$ cat src/rtl/mmio_pkg.sv
// Shared types, register offsets and default tag map for the MMIO bridge.
package mmio_pkg;

    typedef enum logic [2:0] {
        MEMOP_B  = 3'b000,
        MEMOP_H  = 3'b001,
        MEMOP_W  = 3'b010,
        MEMOP_BU = 3'b100,
        MEMOP_HU = 3'b101
    } memop_e;

    typedef enum logic [2:0] {
        ERR_NONE        = 3'd0,
        ERR_UNMAPPED_RD = 3'd1,
        ERR_UNMAPPED_WR = 3'd2,
        ERR_MISALIGNED  = 3'd3
    } err_type_e;

    localparam int unsigned TMR_US_OFF   = 32'h0;
    localparam int unsigned TMR_MS_OFF   = 32'h4;
    localparam int unsigned TMR_S_OFF    = 32'h8;
    localparam int unsigned TMR_CLR_OFF  = 32'hC;
    localparam int unsigned ERR_STAT_OFF = 32'h0;
    localparam int unsigned ERR_ADDR_OFF = 32'h4;

    // Channel i answers to tag i+1; channel 0 sits in the LSBs.
    localparam logic [47:0] DEF_CH_TAGS = {12'h004, 12'h003, 12'h002, 12'h001};
    localparam logic [11:0] DEF_TMR_TAG = 12'h00A;
    localparam logic [11:0] DEF_ERR_TAG = 12'h00F;

    // Bring the addressed lane down to bit 0 and extend it per load type.
    function automatic logic [31:0] extend_load(input logic [31:0] word,
                                                input logic [1:0]  lane,
                                                input logic [2:0]  op);
        logic [31:0] sh;
        sh = word >> {lane, 3'b000};
        case (op)
            MEMOP_B:  extend_load = {{24{sh[7]}}, sh[7:0]};
            MEMOP_BU: extend_load = {24'h0, sh[7:0]};
            MEMOP_H:  extend_load = {{16{sh[15]}}, sh[15:0]};
            MEMOP_HU: extend_load = {16'h0, sh[15:0]};
            MEMOP_W:  extend_load = sh;
            default:  extend_load = 32'h0;
        endcase
    endfunction

endpackage

$ cat src/rtl/mmio_timer.sv
// Free-running microsecond / millisecond / second counters with a ms pulse.
module mmio_timer #(
    parameter int unsigned CLK_HZ = 50_000_000
) (
    input  logic        clock,
    input  logic        reset,
    input  logic        clr,
    output logic [31:0] us,
    output logic [31:0] ms,
    output logic [31:0] s,
    output logic        ms_tick
);
    localparam int unsigned PRESC   = CLK_HZ / 1_000_000;
    localparam int unsigned PRESC_W = (PRESC > 1) ? $clog2(PRESC) : 1;

    logic [PRESC_W-1:0] presc_q, presc_d;
    logic [9:0]         us_sub_q, us_sub_d, ms_sub_q, ms_sub_d;
    logic [31:0]        us_q, us_d, ms_q, ms_d, s_q, s_d;
    logic               tick_q, tick_d;
    logic               us_inc, ms_inc, s_inc;

    // Sub-counters carry the cascade so the 32-bit counters can wrap freely.
    always_comb begin
        us_inc   = (presc_q == PRESC_W'(PRESC - 1));
        ms_inc   = us_inc && (us_sub_q == 10'd999);
        s_inc    = ms_inc && (ms_sub_q == 10'd999);
        presc_d  = presc_q;
        us_sub_d = us_sub_q;
        ms_sub_d = ms_sub_q;
        us_d     = us_q;
        ms_d     = ms_q;
        s_d      = s_q;
        tick_d   = 1'b0;
        if (clr) begin
            presc_d  = '0;
            us_sub_d = '0;
            ms_sub_d = '0;
            us_d     = '0;
            ms_d     = '0;
            s_d      = '0;
        end else begin
            presc_d = us_inc ? '0 : presc_q + PRESC_W'(1);
            tick_d  = ms_inc;
            if (us_inc) begin
                us_d     = us_q + 32'd1;
                us_sub_d = ms_inc ? 10'd0 : us_sub_q + 10'd1;
            end
            if (ms_inc) begin
                ms_d     = ms_q + 32'd1;
                ms_sub_d = s_inc ? 10'd0 : ms_sub_q + 10'd1;
            end
            if (s_inc) begin
                s_d = s_q + 32'd1;
            end
        end
    end

    always_ff @(posedge clock) begin
        if (reset) begin
            presc_q  <= '0;
            us_sub_q <= '0;
            ms_sub_q <= '0;
            us_q     <= '0;
            ms_q     <= '0;
            s_q      <= '0;
            tick_q   <= 1'b0;
        end else begin
            presc_q  <= presc_d;
            us_sub_q <= us_sub_d;
            ms_sub_q <= ms_sub_d;
            us_q     <= us_d;
            ms_q     <= ms_d;
            s_q      <= s_d;
            tick_q   <= tick_d;
        end
    end

    assign us      = us_q;
    assign ms      = ms_q;
    assign s       = s_q;
    assign ms_tick = tick_q;

endmodule

$ cat src/rtl/mmio_bridge.sv
// CPU data-port to peripheral bridge: tag decode, lane strobes, load
// extension, internal timer bank and sticky error-capture register.
module mmio_bridge
    import mmio_pkg::*;
#(
    parameter int unsigned               NUM_CH  = 4,
    parameter int unsigned               TAG_W   = 12,
    parameter logic [NUM_CH*TAG_W-1:0]   CH_TAGS = DEF_CH_TAGS,
    parameter logic [TAG_W-1:0]          TMR_TAG = DEF_TMR_TAG,
    parameter logic [TAG_W-1:0]          ERR_TAG = DEF_ERR_TAG,
    parameter int unsigned               CLK_HZ  = 50_000_000
) (
    input  logic                   clock,
    input  logic                   reset,
    input  logic [31:0]            cpu_addr,
    input  logic [31:0]            cpu_wdata,
    input  logic [2:0]             cpu_memop,
    input  logic                   cpu_we,
    input  logic                   cpu_re,
    output logic [31:0]            cpu_rdata,
    output logic [NUM_CH-1:0]      ch_sel,
    output logic [NUM_CH-1:0]      ch_we,
    output logic [3:0]             ch_be,
    output logic [31-TAG_W:0]      ch_addr,
    output logic [31:0]            ch_wdata,
    input  logic [NUM_CH*32-1:0]   ch_rdata,
    output logic                   ms_tick,
    output logic                   err_pending
);
    localparam int unsigned OFF_W = 32 - TAG_W;

    logic [TAG_W-1:0]  tag;
    logic [OFF_W-1:0]  off, woff;
    logic [NUM_CH-1:0] ch_hit;
    logic              ch_found, tmr_hit, err_hit, unmapped;
    logic              aligned;
    logic [3:0]        be;
    logic [31:0]       wdata_rep;
    logic              tmr_clr, err_clr;
    logic [31:0]       tmr_us, tmr_ms, tmr_s;
    logic [31:0]       rd_word;
    err_type_e         fault;

    logic [31:0] rdata_q, rdata_d;
    logic        err_pend_q, err_pend_d;
    err_type_e   err_type_q, err_type_d;
    logic [31:0] err_addr_q, err_addr_d;

    assign tag  = cpu_addr[31:OFF_W];
    assign off  = cpu_addr[OFF_W-1:0];
    assign woff = {off[OFF_W-1:2], 2'b00};

    // Region decode; lowest channel index wins on duplicate tags.
    always_comb begin
        ch_hit   = '0;
        ch_found = 1'b0;
        for (int unsigned i = 0; i < NUM_CH; i++) begin
            if (!ch_found && tag == CH_TAGS[i*TAG_W +: TAG_W]) begin
                ch_hit[i] = 1'b1;
                ch_found  = 1'b1;
            end
        end
        tmr_hit  = !ch_found && (tag == TMR_TAG);
        err_hit  = !ch_found && !tmr_hit && (tag == ERR_TAG);
        unmapped = !ch_found && !tmr_hit && !err_hit;
    end

    // Alignment, byte enables and lane replication of store data.
    always_comb begin
        aligned   = 1'b0;
        be        = 4'b0000;
        wdata_rep = cpu_wdata;
        case (cpu_memop)
            MEMOP_B, MEMOP_BU: begin
                aligned   = 1'b1;
                be        = 4'b0001 << cpu_addr[1:0];
                wdata_rep = {4{cpu_wdata[7:0]}};
            end
            MEMOP_H, MEMOP_HU: begin
                aligned   = !cpu_addr[0];
                be        = aligned ? (4'b0011 << cpu_addr[1:0]) : 4'b0000;
                wdata_rep = {2{cpu_wdata[15:0]}};
            end
            MEMOP_W: begin
                aligned = (cpu_addr[1:0] == 2'b00);
                be      = aligned ? 4'b1111 : 4'b0000;
            end
            default: ;
        endcase
    end

    assign ch_sel   = ch_hit;
    assign ch_we    = ch_hit & {NUM_CH{cpu_we & aligned}};
    assign ch_be    = be;
    assign ch_addr  = off;
    assign ch_wdata = wdata_rep;

    assign tmr_clr = cpu_we && aligned && tmr_hit && (woff == OFF_W'(TMR_CLR_OFF));
    assign err_clr = cpu_we && aligned && err_hit && (woff == OFF_W'(ERR_STAT_OFF));

    mmio_timer #(
        .CLK_HZ (CLK_HZ)
    ) u_timer (
        .clock   (clock),
        .reset   (reset),
        .clr     (tmr_clr),
        .us      (tmr_us),
        .ms      (tmr_ms),
        .s       (tmr_s),
        .ms_tick (ms_tick)
    );

    // Load path: pick the region word, then extend; internal reads see pre-write state.
    always_comb begin
        rd_word = '0;
        for (int unsigned i = 0; i < NUM_CH; i++) begin
            if (ch_hit[i]) rd_word = rd_word | ch_rdata[i*32 +: 32];
        end
        if (tmr_hit) begin
            if (woff == OFF_W'(TMR_US_OFF))      rd_word = tmr_us;
            else if (woff == OFF_W'(TMR_MS_OFF)) rd_word = tmr_ms;
            else if (woff == OFF_W'(TMR_S_OFF))  rd_word = tmr_s;
        end
        if (err_hit) begin
            if (woff == OFF_W'(ERR_STAT_OFF))      rd_word = {err_pend_q, 28'h0, err_type_q};
            else if (woff == OFF_W'(ERR_ADDR_OFF)) rd_word = err_addr_q;
        end
        rdata_d = rdata_q;
        if (cpu_re) rdata_d = aligned ? extend_load(rd_word, cpu_addr[1:0], cpu_memop) : 32'h0;
    end

    // First error is sticky; a fault coinciding with a clear replaces it.
    always_comb begin
        fault = ERR_NONE;
        if (cpu_re || cpu_we) begin
            if (!aligned)     fault = ERR_MISALIGNED;
            else if (unmapped) fault = cpu_re ? ERR_UNMAPPED_RD : ERR_UNMAPPED_WR;
        end
        err_pend_d = err_pend_q;
        err_type_d = err_type_q;
        err_addr_d = err_addr_q;
        if (fault != ERR_NONE && (!err_pend_q || err_clr)) begin
            err_pend_d = 1'b1;
            err_type_d = fault;
            err_addr_d = cpu_addr;
        end else if (err_clr) begin
            err_pend_d = 1'b0;
            err_type_d = ERR_NONE;
            err_addr_d = '0;
        end
    end

    always_ff @(posedge clock) begin
        if (reset) begin
            rdata_q    <= '0;
            err_pend_q <= 1'b0;
            err_type_q <= ERR_NONE;
            err_addr_q <= '0;
        end else begin
            rdata_q    <= rdata_d;
            err_pend_q <= err_pend_d;
            err_type_q <= err_type_d;
            err_addr_q <= err_addr_d;
        end
    end

    assign cpu_rdata   = rdata_q;
    assign err_pending = err_pend_q;

endmodule

$ cat config.mk
export PLATFORM = sky130hd
export DESIGN_NAME = mmio_bridge
export DESIGN_NICKNAME = d
export VERILOG_FILES = /design/src/rtl/mmio_pkg.sv /design/src/rtl/mmio_timer.sv /design/src/rtl/mmio_bridge.sv
export SDC_FILE = /design/constraint.sdc
export NUM_CORES = 1
export LEC_CHECK = 0
export BUFFER_PORTS_ARGS = -buffer_cell sky130_fd_sc_hd__buf_2
export CAP_MARGIN = 0
export CORE_ASPECT_RATIO = 1.25
export CORE_MARGIN = 2
export CORE_UTILIZATION = 31
export CTS_CLUSTER_SIZE = 20
export DETAILED_ROUTE_END_ITERATION = 10
export HOLD_SLACK_MARGIN = 0.02
export PLACE_DENSITY_LB_ADDON = 0.05
export SKIP_CTS_REPAIR_TIMING = 1
export SKIP_LAST_GASP = 1
export SLEW_MARGIN = 20
export SYNTH_ARGS = -nofsm -noshare
export SYNTH_HDL_FRONTEND = slang
export SYNTH_SLANG_ARGS = --single-unit
$ cat constraint.sdc
create_clock -name clock -period 3.92 [get_ports clock]
set_input_delay 0.196 -clock clock [delete_from_list [all_inputs] [get_ports clock]]
set_output_delay 0.196 -clock clock [all_outputs]
set_load 0.02 [all_outputs]
==> metrics.csv <==
metric,value,unit
worst slew margin relative to its limit,21.03,%
Syn. warnings,0,
final weighted congestion in routability-driven placement,0.9384,
number of enable flip-flop cells after synthesis,0,
via-per-instance ratio,5.238,
Main synth FF type,dfxtp_1,
TritonCTS Sinks,190,
"most common cell after layout, fill and taps aside",buf_2,
first-pass GRT wire length,66860,µm
Layout Skew,0.01762,ns
data required time of the worst path,4.31,ns
post-detailed-route DRC marker count,0,
number of hold violations in the final report,0,
register-to-register path setup slack,1.03,ns
fraction of layout cells with a size suffix above 1,25.69,%
Placed Cells incl. Taps,2098,
max cap viols,0,
Top-Level Pins,297,
number of antenna violations at the first check in global routing,2,
First DRT Iteration DRCs,696,
first-pass iteration count of the detailed router,5,
type of the most critical hold path,in2reg,
Max Slew Vio Count,0,
slew at the pin with the worst max-slew slack,1.185,ns
"commonest cells after routing, fill and taps aside","buf_2 (296), dfxtp_1 (190), nor2_1 (165), nand2_1 (153), nand3_1 (99)",
routed via count,11180,
final setup violation count,0,
detailed placer's ending HPWL,35300,µm
critical path type,in2reg,
sum of overflow across all layers after global routing,0,
final worst path period need,3.174,ns
power per unit of standard cell area,323.3,nW/µm²
launching element type of the critical path,primary input,
signal arrival time at the worst endpoint,3.56,ns
CTS tree,built,
end of the worst register-to-register path,u_timer.ms[31]$_SDFFE_PP0P_,
nets in the synthesized netlist,1611,
IR Drop Worst-Case VDD,0.2148,mV
kind of end point of the critical path,register,
unique cell type count in the Yosys netlist,66,
average routed wire per standard cell,20.94,µm
part of the Yosys area used for sequential elements,34.40,%
height of the die,215.2,µm
number of nets with antenna violations after routing,0,
Final Non-Filler Cells,2134,
outcome,"finished, final reports clean",
Seq cells post-synth,190,
overall fraction of global-route tracks in use,23.51,%
launch instance of the worst register-to-register path,u_timer.presc_q[5]$_SDFF_PP0_,
final net count,1851,
core outline area,35260,µm²
row cnt,77,
number of fill cells,3793,
clk buf depth,2,
setup repair after global routing missed its margin,false,
cell count after synthesis,1405,
Critical Path End,cpu_rdata[18]$_SDFFE_PP0P_,
Crit Path Max Fanout,7,
via count of the first global-routing pass,10890,
clock network latency to the later pin of the worst-skew pair,0.46,ns
post-synth design cell area,11060,µm²
fmax,315.0,MHz
root cell of the clock tree,clkbuf_16,
Total Wirelength,44680,µm
starting utilization of the core area,31.36,%
input/output buffers,296,
Tcrit/Tclk final,80.98,%
clock-pin slew of the registers on the worst-case setup and hold paths,0.08,ns
Layout area overhead,22.68,%
total negative slack for setup checks,0,ns
die area,37200,µm²
number of cells on the worst reg-to-reg path,9,
mean post-synth cell area,7.870,µm²
source of the critical timing path,cpu_addr[7],
largest net degree at the start of global routing,43,
leakage component of the power,0.005504,µW
fraction of registers with async set or reset after synthesis,0,%
CTS buffer count,17,
number of levels the H-tree was split into,4,
width of the die,172.9,µm
layout make-up:
cell class                      instances  area (µm²)  share of cell area (%)
Multi-Input combinational cell       1076        6638                   48.93
Sequential cell                       190        3804                   28.04
Timing Repair Buffer                  344        1859                   13.71
Tap cell                              474       593.1                   4.372
Clock buffer                           20       446.7                   3.293
Clock inverter                         12       158.9                   1.171
Inverter                               16       60.06                  0.4428
Antenna cell                            2       5.005                 0.03690
registers in the layout, summed over array words and instances (netlist names):
register	flops
cpu_rdata	32
err_addr_q	32
err_pending	1
err_type_q	2
u_timer.ms	32
u_timer.ms_sub_q	10
u_timer.ms_tick	1
u_timer.presc_q	6
u_timer.s	32
u_timer.us	32
u_timer.us_sub_q	10
per-layer routing:
layer / track usage [%] / vias to the layer above / routed length, µm / part of all wire (%)
met3: 4.317 / 54 / 2226 / 5.0
met5: 0 / - / 0 / 0
met4: 8.277 / 0 / 1261 / 2.8
li1: - / 5496 / - / -
met1: 26.63 / 5311 / 17770 / 40
met2: 43.76 / 316 / 23420 / 52
cell families (layout without fill, tap and decap cells):
| group | Yosys count | in the layout | synth area share [%] |
|---|---|---|---|
| fa+ha+maj | 7 | 7 | 0.7921 |
| simple gates | 586 | 586 | 25.66 |
| flops | 190 | 190 | 34.40 |
| buf+inv | 139 | 392 | 5.850 |
| xor+xnor | 107 | 107 | 8.476 |
| other cells | 0 | 2 | 0 |
| compound gates | 302 | 302 | 17.79 |
| mux | 74 | 74 | 7.027 |
worst min path at each step:
| stage | cells past startpoint | from | end |
|---|---|---|---|
| after floorplan | 2 | cpu_addr[10] | err_addr_q[10]$_SDFFE_PP0P_ |
| after global placement | 1 | cpu_rdata[12]$_SDFFE_PP0P_ | cpu_rdata[12]$_SDFFE_PP0P_ |
| after detailed placement | 1 | cpu_rdata[9]$_SDFFE_PP0P_ | cpu_rdata[9]$_SDFFE_PP0P_ |
| after CTS | 3 | cpu_addr[18] | err_addr_q[18]$_SDFFE_PP0P_ |
| after global routing | 3 | cpu_addr[10] | err_addr_q[10]$_SDFFE_PP0P_ |
| final | 3 | cpu_addr[13] | err_addr_q[13]$_SDFFE_PP0P_ |
report_power, final:
part	switching, µW	internal, µW
sequential	22.8	1960
combinational	349	217
clock	809	1030
critical path, cell delays in order:
cell and delay, ns:
dlygate4sd3_1 0.54, buf_2 0.14, nor4_1 0.35, nand4_1 0.24, buf_4 0.24, nor3_1 0.53
a22oi_1 0.31, and3_1 0.34, a22oi_1 0.38, nand2_1 0.11, a31oi_1 0.17
through the flow:
stage                     instance area, µm²  total power [µW]  hold WS [ns]  setup slack [ns]  util, %
after floorplan                        11060              2341        0.3320             1.171        -
after CTS                              13540              4444      -0.01202             1.024    38.40
after detailed placement               12930              2592        0.4536            0.6769    36.68
after global routing                   13560              4559       0.03173            0.5030    38.47
final                                  13560              4386       0.02041            0.7458    38.47
after global placement                 12930              2593        0.4428            0.6911    36.68
cells in the mapped netlist, types with 7 or more instances:
library cell  number  area (µm²)
mux2_2            29       326.6
and4_1            11       96.34
nand3b_1           7       52.55
nand2b_1           7       43.79
o21ai_0           64       320.3
nor2b_1           10       62.56
and3_1            32       200.2
a211o_1            9       78.83
inv_1             14       52.55
nand3_1           99       495.5
nor4_1             9       56.30
clkbuf_1          78       292.8
nand2_1          153       574.3
xnor2_1           39       341.6
a31oi_1            8       50.05
o22ai_1           12       75.07
dfxtp_1          190        3804
a221oi_1          11       96.34
nor2_1           165       619.3
mux2i_1           45       450.4
a21oi_1           81       405.4
or3_1              9       56.30
nand4_1           32       200.2
and2_1             9       56.30
ha_1               7       87.58
xor2_1            68       595.6
buf_4             28       210.2
nor3_1            15       75.07
a211oi_1           9       67.56
buf_1             11       41.29
o211ai_1           8       60.06
a22oi_1           57       427.9
(Power assumes the default switching activity.)
